[src/rtl/f_fetch_stage_pkg.sv]
// ----------------------------------------------------------------------------
// f_fetch_stage_pkg
// Shared constants for the fetch stage: reset PC, instruction-memory window
// and the nop encoding, plus the fetch-address legality check used to drive
// F_AdEL.
// ----------------------------------------------------------------------------
package f_fetch_stage_pkg;

  localparam logic [31:0] PC_RESET  = 32'h0000_3000;
  localparam logic [31:0] IM_BASE   = 32'h0000_3000;
  localparam int unsigned IM_WORDS  = 4096;
  localparam logic [31:0] NOP_INSTR = 32'h0000_0000;

  // One past the last legal byte address. Held in 33 bits so a window that
  // ends at the top of the address space cannot wrap to a small value.
  localparam logic [32:0] IM_LIMIT = {1'b0, IM_BASE} + 33'(IM_WORDS) * 33'd4;

  // 1 when pc is misaligned or outside [IM_BASE, IM_LIMIT). All unsigned.
  function automatic logic fetch_addr_illegal(input logic [31:0] pc);
    logic misaligned;
    logic below;
    logic above;
    misaligned = (pc[1:0] != 2'b00);
    below      = (pc < IM_BASE);
    above      = ({1'b0, pc} >= IM_LIMIT);
    return misaligned | below | above;
  endfunction

endpackage

[src/rtl/f_fetch_stage_if.sv]
// ----------------------------------------------------------------------------
// f_fetch_stage_if
// Bundles the fetch stage's control, next-PC, instruction-memory and F/D
// outputs.
//   slave  : seen by f_fetch_stage (takes Stall/D_Flush/Npc/F_Instr_in,
//            drives F_PC, F_AdEL, the D-side outputs and Stall_Cnt).
//   master : seen by the surrounding pipeline (hazard unit, next-PC logic, IM).
// ----------------------------------------------------------------------------
interface f_fetch_stage_if;

  logic        Stall;
  logic        D_Flush;
  logic [31:0] Npc;
  logic [31:0] F_Instr_in;
  logic [31:0] F_PC;
  logic        F_AdEL;
  logic [31:0] D_PC;
  logic [31:0] D_Instr;
  logic        D_Valid;
  logic        D_AdEL;
  logic [31:0] Stall_Cnt;

  modport slave (
    input  Stall, D_Flush, Npc, F_Instr_in,
    output F_PC, F_AdEL, D_PC, D_Instr, D_Valid, D_AdEL, Stall_Cnt
  );

  modport master (
    output Stall, D_Flush, Npc, F_Instr_in,
    input  F_PC, F_AdEL, D_PC, D_Instr, D_Valid, D_AdEL, Stall_Cnt
  );

endinterface

[src/rtl/f_fetch_stage_fd_pipe_reg.sv]
// ----------------------------------------------------------------------------
// fd_pipe_reg
// F/D pipeline register. Priority: en=0 holds, en=1 with clr=1 inserts a
// bubble (nop, invalid), otherwise captures the fetched instruction.
// Ports:
//   clk, reset      rising-edge clock, async active-high reset
//   en              load enable (low while stalled)
//   clr             bubble insert, only honoured when en=1
//   pc_in/instr_in/adel_in   fetch-side values to capture
//   d_pc/d_instr/d_valid/d_adel  registered D-side outputs
// ----------------------------------------------------------------------------
module fd_pipe_reg
  import f_fetch_stage_pkg::*;
(
  input  logic        clk,
  input  logic        reset,
  input  logic        en,
  input  logic        clr,
  input  logic [31:0] pc_in,
  input  logic [31:0] instr_in,
  input  logic        adel_in,
  output logic [31:0] d_pc,
  output logic [31:0] d_instr,
  output logic        d_valid,
  output logic        d_adel
);

  always_ff @(posedge clk or posedge reset) begin
    if (reset) begin
      d_pc    <= 32'h0;
      d_instr <= NOP_INSTR;
      d_valid <= 1'b0;
      d_adel  <= 1'b0;
    end else if (en) begin
      if (clr) begin
        d_pc    <= 32'h0;
        d_instr <= NOP_INSTR;
        d_valid <= 1'b0;
        d_adel  <= 1'b0;
      end else begin
        d_pc    <= pc_in;
        d_instr <= instr_in;
        d_valid <= 1'b1;
        d_adel  <= adel_in;
      end
    end
  end

endmodule

[src/rtl/f_fetch_stage.sv]
// ----------------------------------------------------------------------------
// f_fetch_stage
// Holds F_PC, loads Npc every unstalled edge, flags illegal fetch addresses
// and owns the F/D register and a saturating stall-cycle counter.
// Ports:
//   clk    rising-edge clock
//   reset  async active-high reset
//   bus    f_fetch_stage_if.slave:
//            in : Stall, D_Flush, Npc, F_Instr_in
//            out: F_PC, F_AdEL (combinational), D_PC, D_Instr, D_Valid,
//                 D_AdEL, Stall_Cnt
// ----------------------------------------------------------------------------
module f_fetch_stage
  import f_fetch_stage_pkg::*;
(
  input  logic           clk,
  input  logic           reset,
  f_fetch_stage_if.slave bus
);

  logic [31:0] f_pc;
  logic        f_adel;
  logic [31:0] stall_cnt;
  logic [31:0] fetched_instr;

  assign f_adel = fetch_addr_illegal(f_pc);

  // An illegal fetch must never reach decode as a real instruction.
  assign fetched_instr = f_adel ? NOP_INSTR : bus.F_Instr_in;

  // Npc is loaded unchecked; illegal targets surface only through F_AdEL.
  // NOTE: sequential state uses <= so every register samples pre-edge values.
  always_ff @(posedge clk or posedge reset) begin
    if (reset) begin
      f_pc <= PC_RESET;
    end else if (!bus.Stall) begin
      f_pc <= bus.Npc;
    end
  end

  always_ff @(posedge clk or posedge reset) begin
    if (reset) begin
      stall_cnt <= 32'h0;
    end else if (bus.Stall && (stall_cnt != 32'hFFFF_FFFF)) begin
      stall_cnt <= stall_cnt + 32'd1;
    end
  end

  // Stall gates the enable, so a flush arriving with a stall is dropped.
  fd_pipe_reg u_fd_pipe_reg (
    .clk      (clk),
    .reset    (reset),
    .en       (!bus.Stall),
    .clr      (bus.D_Flush),
    .pc_in    (f_pc),
    .instr_in (fetched_instr),
    .adel_in  (f_adel),
    .d_pc     (bus.D_PC),
    .d_instr  (bus.D_Instr),
    .d_valid  (bus.D_Valid),
    .d_adel   (bus.D_AdEL)
  );

  assign bus.F_PC      = f_pc;
  assign bus.F_AdEL    = f_adel;
  assign bus.Stall_Cnt = stall_cnt;

endmodule

[src/flat_wrapper.sv]
// flat-port wrapper written by rule: the top's interface ports become plain ports
module f_fetch_stage_flat import f_fetch_stage_pkg::*;
  (clk, reset, bus_Stall, bus_D_Flush, bus_Npc, bus_F_Instr_in, bus_F_PC, bus_F_AdEL, bus_D_PC, bus_D_Instr, bus_D_Valid, bus_D_AdEL, bus_Stall_Cnt);
  f_fetch_stage_if bus_i ();
  input  logic clk;
  input  logic reset;
  input wire logic [$bits(bus_i.Stall)-1:0] bus_Stall;
  input wire logic [$bits(bus_i.D_Flush)-1:0] bus_D_Flush;
  input wire logic [$bits(bus_i.Npc)-1:0] bus_Npc;
  input wire logic [$bits(bus_i.F_Instr_in)-1:0] bus_F_Instr_in;
  output wire logic [$bits(bus_i.F_PC)-1:0] bus_F_PC;
  output wire logic [$bits(bus_i.F_AdEL)-1:0] bus_F_AdEL;
  output wire logic [$bits(bus_i.D_PC)-1:0] bus_D_PC;
  output wire logic [$bits(bus_i.D_Instr)-1:0] bus_D_Instr;
  output wire logic [$bits(bus_i.D_Valid)-1:0] bus_D_Valid;
  output wire logic [$bits(bus_i.D_AdEL)-1:0] bus_D_AdEL;
  output wire logic [$bits(bus_i.Stall_Cnt)-1:0] bus_Stall_Cnt;
  assign bus_i.Stall = bus_Stall;
  assign bus_i.D_Flush = bus_D_Flush;
  assign bus_i.Npc = bus_Npc;
  assign bus_i.F_Instr_in = bus_F_Instr_in;
  assign bus_F_PC = bus_i.F_PC;
  assign bus_F_AdEL = bus_i.F_AdEL;
  assign bus_D_PC = bus_i.D_PC;
  assign bus_D_Instr = bus_i.D_Instr;
  assign bus_D_Valid = bus_i.D_Valid;
  assign bus_D_AdEL = bus_i.D_AdEL;
  assign bus_Stall_Cnt = bus_i.Stall_Cnt;
  f_fetch_stage u_core (.clk(clk), .reset(reset), .bus(bus_i));
endmodule
[config.mk]
export PLATFORM = sky130hd
export DESIGN_NAME = f_fetch_stage_flat
export DESIGN_NICKNAME = d
export VERILOG_FILES = /design/src/rtl/f_fetch_stage_pkg.sv /design/src/rtl/f_fetch_stage_if.sv /design/src/rtl/f_fetch_stage_fd_pipe_reg.sv /design/src/rtl/f_fetch_stage.sv /design/src/flat_wrapper.sv
export SDC_FILE = /design/constraint.sdc
export NUM_CORES = 1
export LEC_CHECK = 0
export BUFFER_PORTS_ARGS = -buffer_cell sky130_fd_sc_hd__buf_2
export CAP_MARGIN = 15
export CORE_UTILIZATION = 44
export DETAILED_ROUTE_END_ITERATION = 8
export PLACE_DENSITY = 0.8
export SETUP_SLACK_MARGIN = 0.1
export SYNTH_ARGS = -nofsm -noshare
export SYNTH_HDL_FRONTEND = slang
export SYNTH_SLANG_ARGS = --single-unit
[constraint.sdc]
create_clock -name clk -period 3.85 [get_ports clk]
set_input_delay 0.385 -clock clk [delete_from_list [all_inputs] [get_ports clk]]
set_output_delay 0.385 -clock clk [all_outputs]
set_load 0.03 [all_outputs]
==> metrics.md, run 1 <==
| Metric | Value |
|---|---|
| Status | `finished, violations left` |
| Failing checks | `design-rule violations` |
| Largest area contributor in the netlist | `dfrtp_1` |
| Sequential share of power | `0.416` |
| Diodes inserted | `0` |
| Initial antenna violation count | `0` |
| P&R area growth vs syn | `32.75%` |
| Dominant synthesized flop cell | `dfrtp_1` |
| Routed WL | `12.76 mm` |
| Total grt overflow | `0` |
| Overall global routing resource usage | `0.2099` |
| Asr flop ratio synth | `1.000` |
| Final Non-Filler Cells | `781` |
| Min-Delay Path Class | `input port to async pin` |
| Initial DRC count | `219` |
| VDD IR-drop max | `346.7 uV` |
| Top post-synthesis cells by area | `dfrtp_1 (60%), mux2_2 (6.8%), a22o_1 (5.4%)` |
| Avg Inst Size Synth | `12.45 um2` |
| Skew final | `6.498 ps` |
| CTS Sinks | `130` |
| # H-tree levels | `4` |
| Vias in the first global route | `4073` |
| 1st-pass router iterations | `6` |
| Crit Path Max Fanout | `4` |
| Die width | `112.1 um` |
| Final slew viol count | `0` |
| CTS resizes | `0` |
| Pint | `2728 uW` |
| Number of flops mapped to enable cells by yosys | `0` |
| Clk_lat worst skew | `410 ps` |
| Core area | `0.01161 mm2` |
| # Max-Cap Violations | `0` |
| Vias | `4082` |
| DIE AREA | `0.01256 mm2` |
| Largest net degree at the start of global routing | `131` |
| DP Wirelength | `8.689 mm` |
| # hold bufs at CTS | `0` |
| Fin crit period | `2224 ps` |
| Pwr Total | `3824 uW` |
| CTS Root Cell | `clkbuf_16` |
| First-pass GRT wire length | `20.44 mm` |
| Nets@finish | `694` |
| Crit Path Class | `flip-flop to primary output` |
| Clock transition at path regs | `50 ps` |
| Tcrit/Tclk final | `0.5776` |
| Synth Cell Area | `0.005330 mm2` |
| Syn Nets | `497` |
| Yosys warnings | `0` |
| Post-CTS Setup Repair Bufs | `0` |
| CTS tree | `yes` |
| FMAX | `0.4497 GHz` |
| Placer Congestion | `0.8213` |
| Die H | `112.1 um` |
| Share of cells above drive strength 1 | `0.4389` |
| Clock tree buffer depth | `2` |
| Pre-CTS setup slack | `1438 ps` |
| Fill cells | `935` |
| Seq/Total Area, Yosys | `0.6108` |
| Rel. slew slack | `0.5058` |
| Port Buffers | `198` |
| Commonest non-fill, non-tap cell in the layout | `buf_2` |
| Gate power share | `0.159` |
| Area fraction of the dominant cell type after synthesis | `0.6009` |
| Worst-margin pin slew | `741.2 ps` |
| Clock power frac | `0.425` |
| Crit start category | `flip-flop` |
| Residual DRC | `8` |
| Final hold violation count | `0` |
| Netlist cell types | `36` |
| PwrDens | `540.4 mW/mm2` |
| Final setup violation count | `0` |
| Final cell utilization of the core | `0.6092` |
| Most frequent cells in the layout | `buf_2 (197), dfrtp_1 (128), nand2_1 (46)` |
| Post-synthesis register bit count | `130` |
| RSZ-0062 raised after global routing | `no` |
| Critical path capture point type | `primary output` |
| Reg-to-reg slack, setup | `1660 ps` |
| Psw | `1096 uW` |
| IO Count | `199` |
| Antenna Violating Nets Remaining | `0` |
| Starting density of the core | `0.4590` |
| Post-synthesis instance total | `428` |
| Final setup TNS | `0 ps` |
| Final setup margin | `1626 ps` |
| Leakage | `0.003572 uW` |
| Required @ worst endpoint | `3460 ps` |
| WL per Instance | `16.34 um` |
| Inst Count DP | `748` |
| Vias per cell | `5.227` |
| Arr. time, crit path | `1840 ps` |
| CTS Buf Count | `17` |
| Sw Share | `0.2865` |
| Num rows | `39` |
==> critical path: stages (launching register included) <==
cell,delay [ps]
dfrtp_1,410
nor4_1,320
and3_1,230
nand4_1,210
buf_2,260
==> area by class of cell <==
class                           count  area (um2)  share of cell area
Timing Repair Buffer              201        1049              0.1482
Multi-Input combinational cell    273        1971              0.2785
Clock buffer                       24       511.7             0.07233
Clock inverter                      8       98.84             0.01397
Sequential cell                   130        3256              0.4601
Tap cell                          143       178.9             0.02529
Inverter                            2       11.26            0.001592
==> cells in the mapped netlist (2+ instances only) <==
cell type,count
and3_1,6
and4_1,3
xnor2_1,21
nand4_1,18
xor2_1,10
nor3_1,4
nand2_1,46
mux2_2,32
buf_2,4
dfstp_2,2
inv_1,2
a22o_1,33
nor4_1,7
nand2b_1,32
nand3_1,9
dfrtp_1,128
clkbuf_1,16
nor4_2,3
nor2_1,3
o21ai_0,32
nor4_4,2
==> state kept, by name, indices dropped and copies added (netlist names) <==
name and count:
u_core.u_fd_pipe_reg.d_pc 32, u_core.u_fd_pipe_reg.d_adel 1, u_core.u_fd_pipe_reg.d_valid 1, u_core.bus.F_PC 32
u_core.bus.Stall_Cnt 32, u_core.u_fd_pipe_reg.d_instr 32
==> metal layers <==
| metal | GRT usage | part of all wire |
|---|---|---|
| met1 | 0.2615 | 0.41 |
| met2 | 0.3296 | 0.49 |
| met3 | 0.07721 | 0.076 |
| met4 | 0.09244 | 0.021 |
| met5 | 0 | 0 |
==> through the flow <==
stage | instance area (um2) | hold WS (ps)
after detailed placement | 6437 | 467.7
after CTS | 7048 | 173.7
after global routing | 7076 | 186.7
after global placement | 6437 | 459.7
after floorplan | 5334 | 492.3
final | 7076 | 187.7
==> power groups by stage <==
stage	combinational (uW)	clock, uW	sequential [uW]
2_1_floorplan	196	0	1810
3_3_place_gp	602	0	1600
3_5_place_dp	613	0	1610
4_1_cts	617	1660	1590
5_1_grt	653	1710	1610
6_report	608	1620	1590
==> final timing paths <==
check                                                           from                                      endpoint  cells after the start
setup / recovery                     u_core.bus.F_PC[25]$_DFFE_PP0N_                                    bus_F_AdEL                      4
hold reg to reg            u_core.u_fd_pipe_reg.d_pc[29]$_DFFE_PP0N_     u_core.u_fd_pipe_reg.d_pc[29]$_DFFE_PP0N_                      2
hold / removal                                                 reset  u_core.u_fd_pipe_reg.d_instr[23]$_DFFE_PP0N_                      3
min in group clk                                  bus_F_Instr_in[12]  u_core.u_fd_pipe_reg.d_instr[12]$_DFFE_PP0N_                      2
setup reg to reg                 u_core.bus.Stall_Cnt[0]$_DFFE_PP0P_          u_core.bus.Stall_Cnt[18]$_DFFE_PP0P_                      6
max in group asynchronous                                      reset               u_core.bus.F_PC[15]$_DFFE_PP0N_                      3
==> cells by family after synthesis <==
family / count (synthesis) / synth area share
and+or+nand+nor: 140 / 0.1549
muxes: 32 / 0.06761
buffers and inverters: 25 / 0.02066
adders and majority gates: 1 / 0.002347
xor gates and xnor gates: 32 / 0.05399
AOI/OAI and AO/OA: 68 / 0.08967
DFF: 130 / 0.6108
Power figures use the tool's default switching activity.
==> run 2: changes to the inputs <==
==> constraint.sdc (replaced) <==
create_clock -name clk -period 1.9 [get_ports clk]
set_input_delay 0.19 -clock clk [delete_from_list [all_inputs] [get_ports clk]]
set_output_delay 0.19 -clock clk [all_outputs]
set_load 0.03 [all_outputs]
==> run 2 against run 1 <==
The run ends with design-rule violations, negative setup slack left. Critical path type is now flip-flop to flip-flop. Count of clock-buffer cells in the layout down 6. Highest routed layer unchanged. Largest cell class unchanged. First-iteration DRC count up 27%. Wire length up 18%. Sequential power up 100%.
==> metrics.md, run 2 (synthesis results as in run 1) <==
| Metric | Value |
|---|---|
| Design Area, Final | `0.007900 mm2 (was 0.007076 mm2)` |
| First-pass GRT wire length | `22.87 mm (was 20.44 mm)` |
| Final setup violation count | `27 (was 0)` |
| Reg-to-reg endpoint | `u_core.u_fd_pipe_reg.d_instr[29]$_DFFE_PP0N_ (was u_core.bus.Stall_Cnt[18]$_DFFE_PP0P_)` |
| Clk_lat worst skew | `410 ps (about the same)` |
| DIE AREA | `0.01256 mm2 (unchanged)` |
| Placed Instance Area | `0.006585 mm2 (was 0.006437 mm2)` |
| Routed WL | `15.04 mm (was 12.76 mm)` |
| Initial antenna violation count | `0 (unchanged)` |
| PwrDens | `1038 mW/mm2 (was 540.4 mW/mm2)` |
| Clock transition at path regs | `60 ps (was 50 ps)` |
| RSZ-0062 raised after global routing | `yes (was no)` |
| Rel. slew slack | `0.6938 (was 0.5058)` |
| # H-tree levels | `4 (unchanged)` |
| Min-Delay Path Class | `input port to flip-flop (was input port to async pin)` |
| Clock tree buffer depth | `2 (unchanged)` |
| Port Buffers | `198 (unchanged)` |
| Die width | `112.1 um (unchanged)` |
| Required @ worst endpoint | `2250 ps (was 3460 ps)` |
| Vias | `4524 (was 4082)` |
| FMAX | `0.5162 GHz` |
| Vias per cell | `5.354 (was 5.227)` |
| R2R Path Start | `u_core.bus.F_PC[21]$_DFFE_PP0N_ (was u_core.bus.Stall_Cnt[0]$_DFFE_PP0P_)` |
| DP Wirelength | `8.942 mm (was 8.689 mm)` |
| VDD IR-drop max | `677.0 uV (was 346.7 uV)` |
| IO Count | `199 (unchanged)` |
| CTS Root Cell | `clkbuf_16 (unchanged)` |
| P&R area growth vs syn | `48.22% (was 32.75%)` |
| Die H | `112.1 um (unchanged)` |
| Largest net degree at the start of global routing | `86 (was 131)` |
| Crit Path Class | `flip-flop to flip-flop (was flip-flop to primary output)` |
| Total grt overflow | `0 (unchanged)` |
| Hold Path Stages | `2` |
| Status | `finished, violations left (unchanged)` |
| Num rows | `39 (unchanged)` |
| Worst-margin pin slew | `458.2 ps (was 741.2 ps)` |
| Crit Path Max Fanout | `16 (was 4)` |
| Share of cells above drive strength 1 | `0.4972 (was 0.4389)` |
| Reg2Reg Depth | `8 (was 6)` |
| Final hold violation count | `0 (unchanged)` |
| Commonest non-fill, non-tap cell in the layout | `buf_2 (unchanged)` |
| Starting density of the core | `0.4590 (unchanged)` |
| Skew final | `4.764 ps (was 6.498 ps)` |
| Reg-to-reg slack, setup | `-40 ps (was 1660 ps)` |
| Arr. time, crit path | `2290 ps (was 1840 ps)` |
| Fin crit period | `1937 ps` |
| Overall global routing resource usage | `0.2341 (was 0.2099)` |
| CTS Buf Count | `17 (unchanged)` |
| Nets@finish | `758 (was 694)` |
| CTS Sinks | `130 (unchanged)` |
| Crit start category | `flip-flop (unchanged)` |
| Critical path capture point type | `flip-flop (was primary output)` |
| 1st-pass router iterations | `7 (was 6)` |
| Failing checks | `design-rule violations, negative setup slack (was design-rule violations)` |
| Diodes inserted | `0 (unchanged)` |
| Placer Congestion | `0.9004 (was 0.8213)` |
| Leakage | `0.003901 uW (was 0.003572 uW)` |
| Initial DRC count | `278 (was 219)` |
| Final slew viol count | `0 (unchanged)` |
| Start point of the worst min-delay path | `bus_F_Instr_in[20]` |
| Fill cells | `805 (was 935)` |
| Hold path endpoint | `u_core.u_fd_pipe_reg.d_instr[20]$_DFFE_PP0N_` |
| # Max-Cap Violations | `0 (unchanged)` |
| Residual DRC | `8 (unchanged)` |
| Final setup TNS | `-518.1 ps (was 0 ps)` |
| Most frequent cells in the layout | `buf_2 (196), dfrtp_1 (104), nand2_1 (45) (was buf_2 (197), dfrtp_1 (128), nand2_1 (46))` |
| CTS tree | `yes (unchanged)` |
| Final setup margin | `-37.10 ps (was 1626 ps)` |
| Tcrit/Tclk final | `1.020` |
| Antenna Violating Nets Remaining | `0 (unchanged)` |
| WL per Instance | `17.80 um (was 16.34 um)` |
| Vias in the first global route | `4522 (was 4073)` |
| Final cell utilization of the core | `0.6802 (was 0.6092)` |
| Core area | `0.01161 mm2 (unchanged)` |
-- run 2: stage by stage --
step,instances,hold slack [ps],power [uW],setup slack [ps]
global placement,757,303.1,4534,120.8
detailed placement,757,318.8,4573,82.79
CTS,831,0.04652,8099,50.41
global route,845,4.411,8465,-91.21
finish,845,14.08,8198,-37.10
floorplan,428,297.3,4110,-121.4
-- run 2: area by class of cell --
type	instances	area, um2	area share
repair buffers	264	1668	0.2111
clock buffers	18	439.2	0.05559
clock inverters	14	187.7	0.02376
inverters	2	11.26	0.001425
well taps	143	178.9	0.02265
multi-input cells	274	2130	0.2696
flip-flops and latches	130	3286	0.4159
-- run 2: worst max-delay path by stage --
stage	startpoint	end	slack, ps	depth (start not counted)
3_5_place_dp	u_core.bus.F_PC[0]$_DFFE_PP0N_	u_core.u_fd_pipe_reg.d_instr[2]$_DFFE_PP0N_	80	6
4_1_cts	u_core.bus.F_PC[21]$_DFFE_PP0N_	bus_F_AdEL	50	4
2_1_floorplan	u_core.bus.F_PC[25]$_DFFE_PP0N_	u_core.u_fd_pipe_reg.d_instr[10]$_DFFE_PP0N_	-120	6
3_3_place_gp	u_core.bus.F_PC[25]$_DFFE_PP0N_	u_core.u_fd_pipe_reg.d_instr[0]$_DFFE_PP0N_	120	6
5_1_grt	u_core.bus.F_PC[21]$_DFFE_PP0N_	u_core.u_fd_pipe_reg.d_instr[6]$_DFFE_PP0N_	-90	8
6_report	u_core.bus.F_PC[21]$_DFFE_PP0N_	u_core.u_fd_pipe_reg.d_instr[29]$_DFFE_PP0N_	-40	8
-- run 2: power breakdown --
group / total [uW] / leakage (uW) / switching, uW / internal [uW]
sequential: 3250 / 0.00165 / 244 / 3010
combinational: 1490 / 0.00196 / 930 / 563
clock: 3450 / 0.000298 / 1230 / 2220
total: 8200 / 0.00390 / 2400 / 5800
-- run 2: what timing repair did --
item,in CTS,in global routing
endpoints found under the hold margin,164,2
hold buffers,37,2
setup buffers,5,10
pin swaps,3,19
gates cloned,0,2
endpoints found under the setup margin,36,60
gates resized for setup,5,22
-- run 2: layer usage --
layer / part of all wire / track usage / routed length [um] / vias up
li1: - / - / - / 2042
met1: 0.40 / 0.2788 / 6016 / 2247
met2: 0.51 / 0.3867 / 7602 / 201
met3: 0.068 / 0.07019 / 1017 / 34
met4: 0.027 / 0.1191 / 402 / 0
met5: 0 / 0 / 0 / -
-- run 2: worst max-delay path, cell delays in order (launching register included) --
cell and delay [ps]:
dfrtp_2 430, nor4_4 290, and3_4 220, nand4_1 150, buf_4 200, nor3_4 110
buf_6 150, clkbuf_16 170, a22o_1 140
==> run 3: changes to the inputs <==
--- a/config.mk
+++ b/config.mk
@@ -14,3 +14,4 @@
 export SYNTH_ARGS = -nofsm -noshare
 export SYNTH_HDL_FRONTEND = slang
 export SYNTH_SLANG_ARGS = --single-unit
+export TNS_END_PERCENT = 30
==> run 3 against run 2 <==
The flow finishes with violations (design-rule violations). Sequential cell count unchanged. Clock power about the same. Non-clock buffer count is 1 lower. Utilization is 1.2 points lower. First-iteration DRC count up 4.7%. Critical endpoint is now bus_F_AdEL. Largest power group unchanged. Highest routed layer unchanged.
==> metrics.md, run 3 (synthesis results as in run 1) <==
| Metric | Value |
|---|---|
| P&R area growth vs syn | `45.61% (was 48.22%)` |
| Vias | `4473 (was 4524)` |
| R2R Path Start | `u_core.bus.F_PC[25]$_DFFE_PP0N_ (was u_core.bus.F_PC[21]$_DFFE_PP0N_)` |
| Commonest non-fill, non-tap cell in the layout | `buf_2 (unchanged)` |
| Initial antenna violation count | `0 (unchanged)` |
| Core area | `0.01161 mm2 (unchanged)` |
| Final slew viol count | `0 (unchanged)` |
| Antenna Violating Nets Remaining | `0 (unchanged)` |
| WL per Instance | `17.22 um (was 17.80 um)` |
| Final hold violation count | `0 (unchanged)` |
| VDD IR-drop max | `637.0 uV (was 677.0 uV)` |
| Largest net degree at the start of global routing | `119 (was 86)` |
| Die width | `112.1 um (unchanged)` |
| First-pass GRT wire length | `23.00 mm (was 22.87 mm)` |
| Final cell utilization of the core | `0.6683 (was 0.6802)` |
| Initial DRC count | `291 (was 278)` |
| Routed WL | `14.50 mm (was 15.04 mm)` |
| Fill cells | `827 (was 805)` |
| IO Count | `199 (unchanged)` |
| Worst path bufs/invs | `1 (was 3)` |
| Inst Count DP | `769 (was 757)` |
| Critical path cell sequence | `nor4_2 -> and3_1 -> nand4_1 -> buf_4 (was nor4_4 -> and3_4 -> nand4_1 -> buf_4 -> nor3_4 -> buf_6 -> clkbuf_16 -> a22o_1)` |
| Share of cells above drive strength 1 | `0.4549 (was 0.4972)` |
| Reg-to-reg endpoint | `u_core.u_fd_pipe_reg.d_instr[31]$_DFFE_PP0N_ (was u_core.u_fd_pipe_reg.d_instr[29]$_DFFE_PP0N_)` |
| Clock transition at path regs | `60 ps (about the same)` |
| Cell family with most CP delay | `simple AND/OR/NAND/NOR gates (unchanged)` |
| FMAX | `0.5340 GHz (was 0.5162 GHz)` |
| Nets@finish | `756 (was 758)` |
| Residual DRC | `8 (unchanged)` |
| DIE AREA | `0.01256 mm2 (unchanged)` |
| Min-Delay Path Class | `input port to flip-flop (unchanged)` |
| Hold path endpoint | `u_core.u_fd_pipe_reg.d_instr[28]$_DFFE_PP0N_ (was u_core.u_fd_pipe_reg.d_instr[20]$_DFFE_PP0N_)` |
| PwrDens | `1045 mW/mm2 (was 1038 mW/mm2)` |
| Overall global routing resource usage | `0.2371 (was 0.2341)` |
| Worst path max stage delay | `410 ps (was 430 ps)` |
| Final Non-Filler Cells | `842 (was 845)` |
| Pwr Total | `8107 uW (was 8198 uW)` |
| Hold Path Stages | `2 (unchanged)` |
| Crit Path Class | `flip-flop to primary output (was flip-flop to flip-flop)` |
| Tcrit/Tclk final | `0.9855 (was 1.020)` |
| Final setup TNS | `0 ps (was -518.1 ps)` |
| # Max-Cap Violations | `0 (unchanged)` |
| CTS Buf Count | `17 (unchanged)` |
| Failing checks | `design-rule violations (was design-rule violations, negative setup slack)` |
| DP Wirelength | `9.054 mm (was 8.942 mm)` |
| Leakage | `0.003872 uW (was 0.003901 uW)` |
| Starting density of the core | `0.4590 (unchanged)` |
| Crit start category | `flip-flop (unchanged)` |
| Placer Congestion | `0.8749 (was 0.9004)` |
| Reg2Reg Depth | `8 (unchanged)` |
| Final setup violation count | `0 (was 27)` |
| CTS tree | `yes (unchanged)` |
| RSZ-0062 raised after global routing | `yes (unchanged)` |
| CTS Sinks | `130 (unchanged)` |
| Clk_lat worst skew | `410 ps (about the same)` |
| Fin crit period | `1873 ps (was 1937 ps)` |
| Crit Path Max Fanout | `4 (was 16)` |
| Vias in the first global route | `4508 (was 4522)` |
| Diodes inserted | `0 (unchanged)` |
| Status | `finished, violations left (unchanged)` |
| Rel. slew slack | `0.6824 (was 0.6938)` |
| Total grt overflow | `0 (unchanged)` |
| Num rows | `39 (unchanged)` |
| Required @ worst endpoint | `1710 ps (was 2250 ps)` |
| Reg-to-reg slack, setup | `30 ps (was -40 ps)` |
| Clock tree buffer depth | `2 (unchanged)` |
| Worst-margin pin slew | `476.4 ps (was 458.2 ps)` |
| Start point of the worst min-delay path | `bus_F_Instr_in[28] (was bus_F_Instr_in[20])` |
| Critical path capture point type | `primary output (was flip-flop)` |
| Port Buffers | `198 (unchanged)` |
| # H-tree levels | `4 (unchanged)` |
| Die H | `112.1 um (unchanged)` |
| CTS Root Cell | `clkbuf_16 (unchanged)` |
| Critical path's slowest cell | `dfrtp_1 (was dfrtp_2)` |
| 1st-pass router iterations | `6 (was 7)` |
| Most frequent cells in the layout | `buf_2 (196), dfrtp_1 (125), nand2_1 (46) (was buf_2 (196), dfrtp_1 (104), nand2_1 (45))` |
| Skew final | `7.276 ps (was 4.764 ps)` |
| Arr. time, crit path | `1680 ps (was 2290 ps)` |
| Vias per cell | `5.312 (was 5.354)` |
[run 3: cell count changes in the layout (fill, tap and decap cells not counted), sizes merged]
cell / before / now
clkinv: 6 / 4
a21bo: 2 / 1
clkinvlp: 5 / 3
dlygate4sd3: 39 / 37
clkbuf: 19 / 22
buf: 224 / 225
[run 3: what timing repair did]
| item | 4_1_cts | 5_1_grt |
|---|---|---|
| cloned | 0 | 1 |
| buffers inserted | 2 | 2 |
| pin swaps | 2 | 27 |
| hold buffers | 36 | 1 |
| resized for setup | 3 | 14 |
| hold endpoints to repair | 163 | 1 |
| endpoints found under the setup margin | 43 | 62 |
[run 3: metal layers]
metal,vias to the layer above,part of all wire,GRT usage
met2,199,0.51,0.4041
met3,40,0.074,0.07991
met1,2193,0.39,0.2720
met4,0,0.027,0.1049
met5,-,0,0
li1,2041,-,-
[run 3: final cells by class]
cell class                      instances  area (um2)  share of cell area
Clock inverter                         10       155.1             0.01999
Sequential cell                       130        3259              0.4200
Inverter                                2       11.26            0.001451
Clock buffer                           21       480.5             0.06191
Tap cell                              143       178.9             0.02305
Timing Repair Buffer                  263        1648              0.2123
Multi-Input combinational cell        273        2028              0.2613
[run 3: worst max-delay path by stage]
stage / slack [ps] / startpoint / depth (start not counted) / to
floorplan: -170 / u_core.bus.Stall_Cnt[0]$_DFFE_PP0P_ / 7 / u_core.bus.Stall_Cnt[28]$_DFFE_PP0P_
global placement: 100 / u_core.bus.F_PC[25]$_DFFE_PP0N_ / 6 / u_core.u_fd_pipe_reg.d_instr[31]$_DFFE_PP0N_
detailed placement: 9 / u_core.bus.Stall_Cnt[4]$_DFFE_PP0P_ / 5 / u_core.bus.Stall_Cnt[31]$_DFFE_PP0P_
CTS: 30 / u_core.bus.F_PC[25]$_DFFE_PP0N_ / 4 / bus_F_AdEL
global route: -70 / u_core.bus.F_PC[25]$_DFFE_PP0N_ / 8 / u_core.u_fd_pipe_reg.d_instr[31]$_DFFE_PP0N_
finish: 30 / u_core.bus.F_PC[25]$_DFFE_PP0N_ / 4 / bus_F_AdEL
[run 3: through the flow]
stage / hold WS [ps] / setup WS, ps / cell area, um2
floorplan: 297.3 / -171.4 / 5334
global placement: 337.6 / 101.5 / 6633
detailed placement: 343.1 / 9.246 / 6633
CTS: 1.584 / 33.46 / 7654
global route: 0.1608 / -73.84 / 7761
finish: 8.789 / 27.46 / 7761
[run 3: where the power goes]
part	internal [uW]	total (uW)	leakage, uW	switching (uW)
Combinational	537	1470	0.00189	936
Clock	2320	3460	0.000311	1140
Sequential	3000	3180	0.00167	184
Total	5850	8110	0.00387	2260
